$ cat src/rtl/uart_pkg.sv
// ---------------------------------------------------------------------------
// uart_pkg
// Shared types and constants for the UART transmit/receive blocks.
//   uart_tx_state_t          : transmit FSM state encoding
//   UART_DATA_BITS           : data bits per frame
//   UART_DEFAULT_CLKS_PER_BIT: 100 MHz clock / 115200 baud
//   even_parity()            : even parity over one data byte
// ---------------------------------------------------------------------------
package uart_pkg;

  localparam int UART_DATA_BITS            = 8;
  localparam int UART_DEFAULT_CLKS_PER_BIT = 868;

  typedef enum logic [2:0] {
    IDLE   = 3'd0,
    POP    = 3'd1,
    LOAD   = 3'd2,
    START  = 3'd3,
    DATA   = 3'd4,
    PARITY = 3'd5,
    STOP   = 3'd6
  } uart_tx_state_t;

  // The even-parity bit makes the total count of ones (data + parity) even.
  function automatic logic even_parity(input logic [UART_DATA_BITS-1:0] i_data);
    return ^i_data;
  endfunction

endpackage

$ cat src/rtl/uart_tx_drain_if.sv
// ---------------------------------------------------------------------------
// uart_tx_drain_if
// Read-side handshake between the transmit FIFO and the UART drain.
//   fifo_empty : FIFO empty flag (FIFO -> drain)
//   fifo_data  : registered FIFO data_out, valid the cycle after fifo_read
//   fifo_read  : one-cycle pop strobe (drain -> FIFO)
// Modports: master = the drain (issues pops), slave = the FIFO.
// ---------------------------------------------------------------------------
interface uart_tx_drain_if;
  import uart_pkg::*;

  logic                      fifo_empty;
  logic [UART_DATA_BITS-1:0] fifo_data;
  logic                      fifo_read;

  modport master (
    input  fifo_empty,
    input  fifo_data,
    output fifo_read
  );

  modport slave (
    output fifo_empty,
    output fifo_data,
    input  fifo_read
  );

endinterface

$ cat src/rtl/uart_baud_gen.sv
// ---------------------------------------------------------------------------
// uart_baud_gen
// Bit-period timer. Counts 0..CLKS_PER_BIT-1, flags the terminal count and
// wraps to 0. Shared by the TX and RX sides.
//   clk     : system clock
//   reset   : synchronous, active-high
//   i_clear : restart the count at 0 on the next edge
//   o_tick  : high during the last cycle of each bit period
// ---------------------------------------------------------------------------
module uart_baud_gen #(
  parameter int CLKS_PER_BIT = 868
) (
  input  logic clk,
  input  logic reset,
  input  logic i_clear,
  output logic o_tick
);

  localparam int              CNT_W = (CLKS_PER_BIT > 1) ? $clog2(CLKS_PER_BIT) : 1;
  localparam logic [CNT_W-1:0] TERM  = CNT_W'(CLKS_PER_BIT - 1);
  localparam logic [CNT_W-1:0] ONE   = CNT_W'(1);

  logic [CNT_W-1:0] r_cnt;

  // Bit-period counter: clear has priority, then wrap on terminal count.
  always_ff @(posedge clk) begin
    if (reset || i_clear) begin
      r_cnt <= '0;
    end else if (r_cnt == TERM) begin
      r_cnt <= '0;
    end else begin
      r_cnt <= r_cnt + ONE;
    end
  end

  assign o_tick = (r_cnt == TERM);

endmodule

$ cat src/rtl/uart_tx_drain.sv
// ---------------------------------------------------------------------------
// uart_tx_drain
// Pops bytes from the transmit FIFO one at a time and serialises each one
// as an 8N1 / 8N2 frame, or 8E1 / 8E2 when UART_TX_PARITY_EN is defined.
//   clk          : system clock
//   reset        : synchronous, active-high
//   i_tx_enable  : low blocks new pops; a frame in progress still completes
//   fifo_if      : FIFO read handshake (master side: fifo_read out,
//                  fifo_empty / fifo_data in)
//   o_tx         : serial line, idle high
//   o_busy       : high in every state except IDLE
//   o_frame_done : pulse on the last cycle of the final stop bit
// Build option: `define UART_TX_PARITY_EN inserts one even-parity bit
// between the data and stop bits.
// All outputs decode from state/counter registers only.
// ---------------------------------------------------------------------------
module uart_tx_drain
  import uart_pkg::*;
#(
  parameter int CLKS_PER_BIT = UART_DEFAULT_CLKS_PER_BIT,
  parameter int STOP_BITS    = 1
) (
  input  logic                   clk,
  input  logic                   reset,
  input  logic                   i_tx_enable,
  uart_tx_drain_if.master        fifo_if,
  output logic                   o_tx,
  output logic                   o_busy,
  output logic                   o_frame_done
);

  uart_tx_state_t            r_state;
  uart_tx_state_t            w_state_next;
  logic [UART_DATA_BITS-1:0] r_shift;
  logic [2:0]                r_bit_cnt;
  logic                      r_stop_cnt;
`ifdef UART_TX_PARITY_EN
  logic                      r_parity;
`endif

  logic w_tick;
  logic w_baud_clear;
  logic w_last_data;
  logic w_last_stop;
  logic w_tx;
  logic w_fifo_read;

  // The counter restarts while LOAD is active so START gets a full period.
  assign w_baud_clear = (r_state == LOAD);

  uart_baud_gen #(
    .CLKS_PER_BIT (CLKS_PER_BIT)
  ) u_baud (
    .clk     (clk),
    .reset   (reset),
    .i_clear (w_baud_clear),
    .o_tick  (w_tick)
  );

  assign w_last_data = w_tick && (r_bit_cnt == 3'd7);
  // With one stop bit the stop counter is irrelevant.
  assign w_last_stop = w_tick && ((STOP_BITS == 1) || (r_stop_cnt == 1'b1));

  // State register.
  always_ff @(posedge clk) begin
    if (reset) begin
      r_state <= IDLE;
    end else begin
      r_state <= w_state_next;
    end
  end

  // Next-state and output decode.
  always_comb begin
    w_state_next = r_state;
    w_tx         = 1'b1;
    w_fifo_read  = 1'b0;
    case (r_state)
      IDLE: begin
        if (i_tx_enable && !fifo_if.fifo_empty) begin
          w_state_next = POP;
        end else begin
          w_state_next = IDLE;
        end
      end
      POP: begin
        w_fifo_read  = 1'b1;
        w_state_next = LOAD;
      end
      LOAD: begin
        w_state_next = START;
      end
      START: begin
        w_tx = 1'b0;
        if (w_tick) begin
          w_state_next = DATA;
        end else begin
          w_state_next = START;
        end
      end
      DATA: begin
        w_tx = r_shift[0];
        if (w_last_data) begin
`ifdef UART_TX_PARITY_EN
          w_state_next = PARITY;
`else
          w_state_next = STOP;
`endif
        end else begin
          w_state_next = DATA;
        end
      end
`ifdef UART_TX_PARITY_EN
      PARITY: begin
        w_tx = r_parity;
        if (w_tick) begin
          w_state_next = STOP;
        end else begin
          w_state_next = PARITY;
        end
      end
`endif
      STOP: begin
        if (w_last_stop) begin
          w_state_next = IDLE;
        end else begin
          w_state_next = STOP;
        end
      end
      default: begin
        w_state_next = IDLE;
      end
    endcase
  end

  // Shift register, bit/stop counters and parity: loaded in LOAD,
  // advanced on each bit-period tick of their own state.
  always_ff @(posedge clk) begin
    if (reset) begin
      r_shift    <= 8'h00;
      r_bit_cnt  <= 3'd0;
      r_stop_cnt <= 1'b0;
`ifdef UART_TX_PARITY_EN
      r_parity   <= 1'b0;
`endif
    end else if (r_state == LOAD) begin
      r_shift    <= fifo_if.fifo_data;
      r_bit_cnt  <= 3'd0;
      r_stop_cnt <= 1'b0;
`ifdef UART_TX_PARITY_EN
      r_parity   <= even_parity(fifo_if.fifo_data);
`endif
    end else if ((r_state == DATA) && w_tick) begin
      r_shift   <= {1'b0, r_shift[UART_DATA_BITS-1:1]};
      r_bit_cnt <= r_bit_cnt + 3'd1;
    end else if ((r_state == STOP) && w_tick) begin
      r_stop_cnt <= r_stop_cnt + 1'b1;
    end
  end

  assign fifo_if.fifo_read = w_fifo_read;
  assign o_tx              = w_tx;
  assign o_busy            = (r_state != IDLE);
  assign o_frame_done      = (r_state == STOP) && w_last_stop;

endmodule

$ cat src/flat_wrapper.sv
// flat-port wrapper written by rule: the top's interface ports become plain ports
module uart_tx_drain_flat import uart_pkg::*;
#(
  parameter int CLKS_PER_BIT = UART_DEFAULT_CLKS_PER_BIT,
  parameter int STOP_BITS    = 1
)
  (clk, reset, i_tx_enable, o_tx, o_busy, o_frame_done, fifo_if_fifo_empty, fifo_if_fifo_data, fifo_if_fifo_read);
  uart_tx_drain_if fifo_if_i ();
  input  logic clk;
  input  logic reset;
  input  logic i_tx_enable;
  output logic o_tx;
  output logic o_busy;
  output logic o_frame_done;
  input wire logic [$bits(fifo_if_i.fifo_empty)-1:0] fifo_if_fifo_empty;
  input wire logic [$bits(fifo_if_i.fifo_data)-1:0] fifo_if_fifo_data;
  output wire logic [$bits(fifo_if_i.fifo_read)-1:0] fifo_if_fifo_read;
  assign fifo_if_i.fifo_empty = fifo_if_fifo_empty;
  assign fifo_if_i.fifo_data = fifo_if_fifo_data;
  assign fifo_if_fifo_read = fifo_if_i.fifo_read;
  uart_tx_drain #(.CLKS_PER_BIT(CLKS_PER_BIT), .STOP_BITS(STOP_BITS)) u_core (.clk(clk), .reset(reset), .i_tx_enable(i_tx_enable), .fifo_if(fifo_if_i), .o_tx(o_tx), .o_busy(o_busy), .o_frame_done(o_frame_done));
endmodule
$ cat config.mk
export PLATFORM = sky130hd
export DESIGN_NAME = uart_tx_drain_flat
export DESIGN_NICKNAME = d
export VERILOG_FILES = /design/src/rtl/uart_pkg.sv /design/src/rtl/uart_tx_drain_if.sv /design/src/rtl/uart_baud_gen.sv /design/src/rtl/uart_tx_drain.sv /design/src/flat_wrapper.sv
export SDC_FILE = /design/constraint.sdc
export NUM_CORES = 1
export LEC_CHECK = 0
export ABC_CLOCK_PERIOD_IN_PS = 4950
export BUFFER_PORTS_ARGS = -buffer_cell sky130_fd_sc_hd__buf_2
export CAP_MARGIN = 0
export CORE_MARGIN = 3
export CORE_UTILIZATION = 45
export CTS_CLUSTER_SIZE = 25
export DETAILED_ROUTE_END_ITERATION = 8
export PLACE_DENSITY_LB_ADDON = 0.12
export SLEW_MARGIN = 40
export SYNTH_ARGS = -nofsm -noshare
export SYNTH_HDL_FRONTEND = slang
export SYNTH_SLANG_ARGS = --single-unit
export TNS_END_PERCENT = 100
$ cat constraint.sdc
create_clock -name clk -period 4.95 [get_ports clk]
set_input_delay 0.7425 -clock clk [delete_from_list [all_inputs] [get_ports clk]]
set_output_delay 0.7425 -clock clk [all_outputs]
set_load 0.01 [all_outputs]
==> results by group <==
Status
  • Status: finished clean

Logic synthesis
  • Warning count from the yosys run: 0
  • Synthesis-stage register bit count: 24
  • Synth Area per Inst: between 8 and 9 um^2
  • Predominant post-synthesis flop cell: dfxtp_1
  • Post-synth EDFFs: 0
  • Async S/R FF share, synth: 0%
  • Mapped Nets: between 100 and 150
  • Yosys cell types: 35
  • Synthesized instance count: 133
  • Mapped Area: 1170 um^2
  • Sequential fraction of the synthesis area: 41.2%

Timing
  • Final count of pins violating max slew: 0
  • Final hold vios: 0
  • Slew HR: 55.2%
  • Worst-margin pin slew: 0.670 ns
  • Setup violators final: 0
  • Post-route minimum period: 2.34 ns
  • Period utilization: 47.2%
  • Achievable Freq: 428 MHz
  • Layout Skew: 0.00632 ns
  • Hold WS: between 0.4 and 0.5 ns
  • RSZ-0062 raised after global routing: false
  • Post-Route Setup TNS: 0 ns
  • Final WS setup: 2.61 ns

CTS
  • Clk pin slew, worst setup/hold paths: 0.12 ns
  • Clk_lat worst skew: 0.30 ns
  • Clock root cell: clkbuf_4
  • CTS hold repair buffers: 0
  • Depth of the CTS H-tree: 1
  • Max Root-Sink Buffers: 2
  • Setup Fix Bufs, Post-CTS: 0
  • Cts repair resizes: 0
  • Num CTS Buffers: 3
  • CTS sink count: 24
  • CTS tree: yes

Finish
  • Final instance area: 1270 um^2
  • Reg area: 480 um^2
  • Number of fill cells: 240
  • Non-Filler Instances: 171
  • Multi-input logic area: 657 um^2
  • Area growth, synth to finish: 8.91%
  • Most common cell after layout, fill and taps aside: dfxtp_1
  • Ant diodes: 0
  • Fin nets: 160
  • Finished Core Util: 54.3%
  • Most frequent cells in the layout: dfxtp_1, nand2_1, nor2_1, buf_2, nand3_1
  • Fraction of layout cells with a size suffix above 1: 17.5%

Routing
  • Drt first pass iters: 4
  • DRC errors left: 0
  • Vias: 922
  • Post-route ant nets: 0
  • Post-Route WL: between 2000 and 2500 um
  • WL per Instance: 12.3 um
  • Starting DRT DRC Count: 19
  • Vias per cell: around 5.4

Global routing
  • Initial antenna violation count: 0
  • GRT Resource Usage Total: 14.4%
  • Global route total overflow: 0
  • Vias in the first global route: 851
  • Largest net degree at the start of global routing: 19
  • First-pass GRT wire length: roughly 3700 um

Critical path
  • Critical Path AT: approximately 1.6 ns
  • CP startpoint: u_core.u_baud.r_cnt[0]$_SDFF_PP0_
  • Worst-path maximum fanout: 6
  • Critical R2R Launch: u_core.u_baud.r_cnt[0]$_SDFF_PP0_
  • CP required: 4.21 ns
  • Setup crit start kind: flop
  • CP endpoint kind: output port
  • Crit path kind: reg -> out

Die
  • Die height: 56.9 um
  • Initial Utilization: about 50%
  • I/O pin count: 16
  • Die area: 3240 um^2
  • Row Count: 17
  • Die Span X: around 57 um
  • Area of the core: 2340 um^2

Placed design
  • Placed Cells incl. Taps: 168
  • Port bufs: 15
  • Dpl hpwl: 1600 um
  • Gpl congestion: 0.701
  • Post-Place Worst Slack: 2.79 ns
  • Placed Area: roughly 1200 um^2

Power and ir drop
  • Power Density: between 300 and 400 nW/um^2
  • Leak: 0.509 nW
  • Peak supply drop: 249 uV
  • Design Power: 441 uW

Job
  • Maxcap violations: 0

Hold path
  • Worst hold path startpoint: u_core.r_shift[5]$_SDFFE_PP0P_
  • Hold Crit Class: reg -> reg
-- power breakdown --
| part | leakage, nW | switching, mW | internal (mW) |
|---|---|---|---|
| combinational | 0.300 | 0.0568 | 0.0520 |
| sequential | 0.195 | 0.0312 | 0.221 |
| clock | 0.0138 | 0.0518 | 0.0284 |
| total | 0.509 | 0.140 | 0.302 |
-- synthesized netlist by cell type, types with 2 or more instances --
| library cell | instances | area share (%) |
|---|---|---|
| dfxtp_1 | 24 | 41 |
| nand2_1 | 23 | 7.4 |
| nor2_1 | 16 | 5.2 |
| nand3_1 | 10 | 4.3 |
| o211ai_1 | 7 | 4.5 |
| buf_2 | 6 | 2.6 |
| xor2_1 | 5 | 3.8 |
| nor2b_1 | 4 | 2.1 |
| xnor2_1 | 4 | 3.0 |
| ha_1 | 3 | 3.2 |
| mux2i_1 | 3 | 2.6 |
| a21oi_1 | 2 | 0.86 |
| clkbuf_1 | 2 | 0.64 |
| nand3b_1 | 2 | 1.3 |
| nand4_1 | 2 | 1.1 |
-- worst max-delay path, cell delays in order, from the launching register on --
cell and delay (ns):
dfxtp_1 0.39, ha_1 0.22, and2b_1 0.25, nand3_2 0.17, nor2_1 0.12, buf_2 0.13
-- registers in the layout, summed over array words and instances, names as in the netlist --
register             flops
u_core.r_shift           8
u_core.r_bit_cnt         3
u_core.r_state           3
u_core.u_baud.r_cnt     10
-- path summary, 6_finish.rpt --
| kind | to | slack [ns] | depth (start not counted) |
|---|---|---|---|
| max | o_frame_done | 2.61 | 5 |
| min | u_core.r_shift[4]$_SDFFE_PP0P_ | 0.48 | 2 |
| max reg2reg | u_core.r_state[1]$_SDFF_PP0_ | 3.22 | 5 |
| min reg2reg | u_core.r_shift[4]$_SDFFE_PP0P_ | 0.48 | 2 |
-- final cells by class --
| class | instances | area share [%] |
|---|---|---|
| multi-input combinational | 101 | 51.7 |
| sequential | 24 | 37.8 |
| timing repair buffer | 15 | 5.91 |
| tap | 28 | 2.76 |
| clock buffer | 3 | 1.77 |
-- kinds of logic (layout without fill, tap and decap cells) --
group	after synthesis	count (layout)	share of synthesized area, %
AND/OR/NAND/NOR	72	72	34.1
flip-flops	24	24	41.2
AO/OA/AOI/OAI	14	14	8.91
XOR/XNOR	9	9	6.76
buffers and inverters	8	18	3.22
adder cells (fa/ha/maj)	3	3	3.22
multiplexers	3	3	2.58
-- layer usage --
layer | GRT usage (%) | vias up | routed length (um)
li1 | - | 484 | -
met1 | 18.7 | 417 | 1010
met2 | 23.3 | 16 | 983
met3 | 2.76 | 5 | 74
met4 | 5.96 | 0 | 36
met5 | 0 | - | 0
No activity file was read; power rests on OpenSTA's default activity.
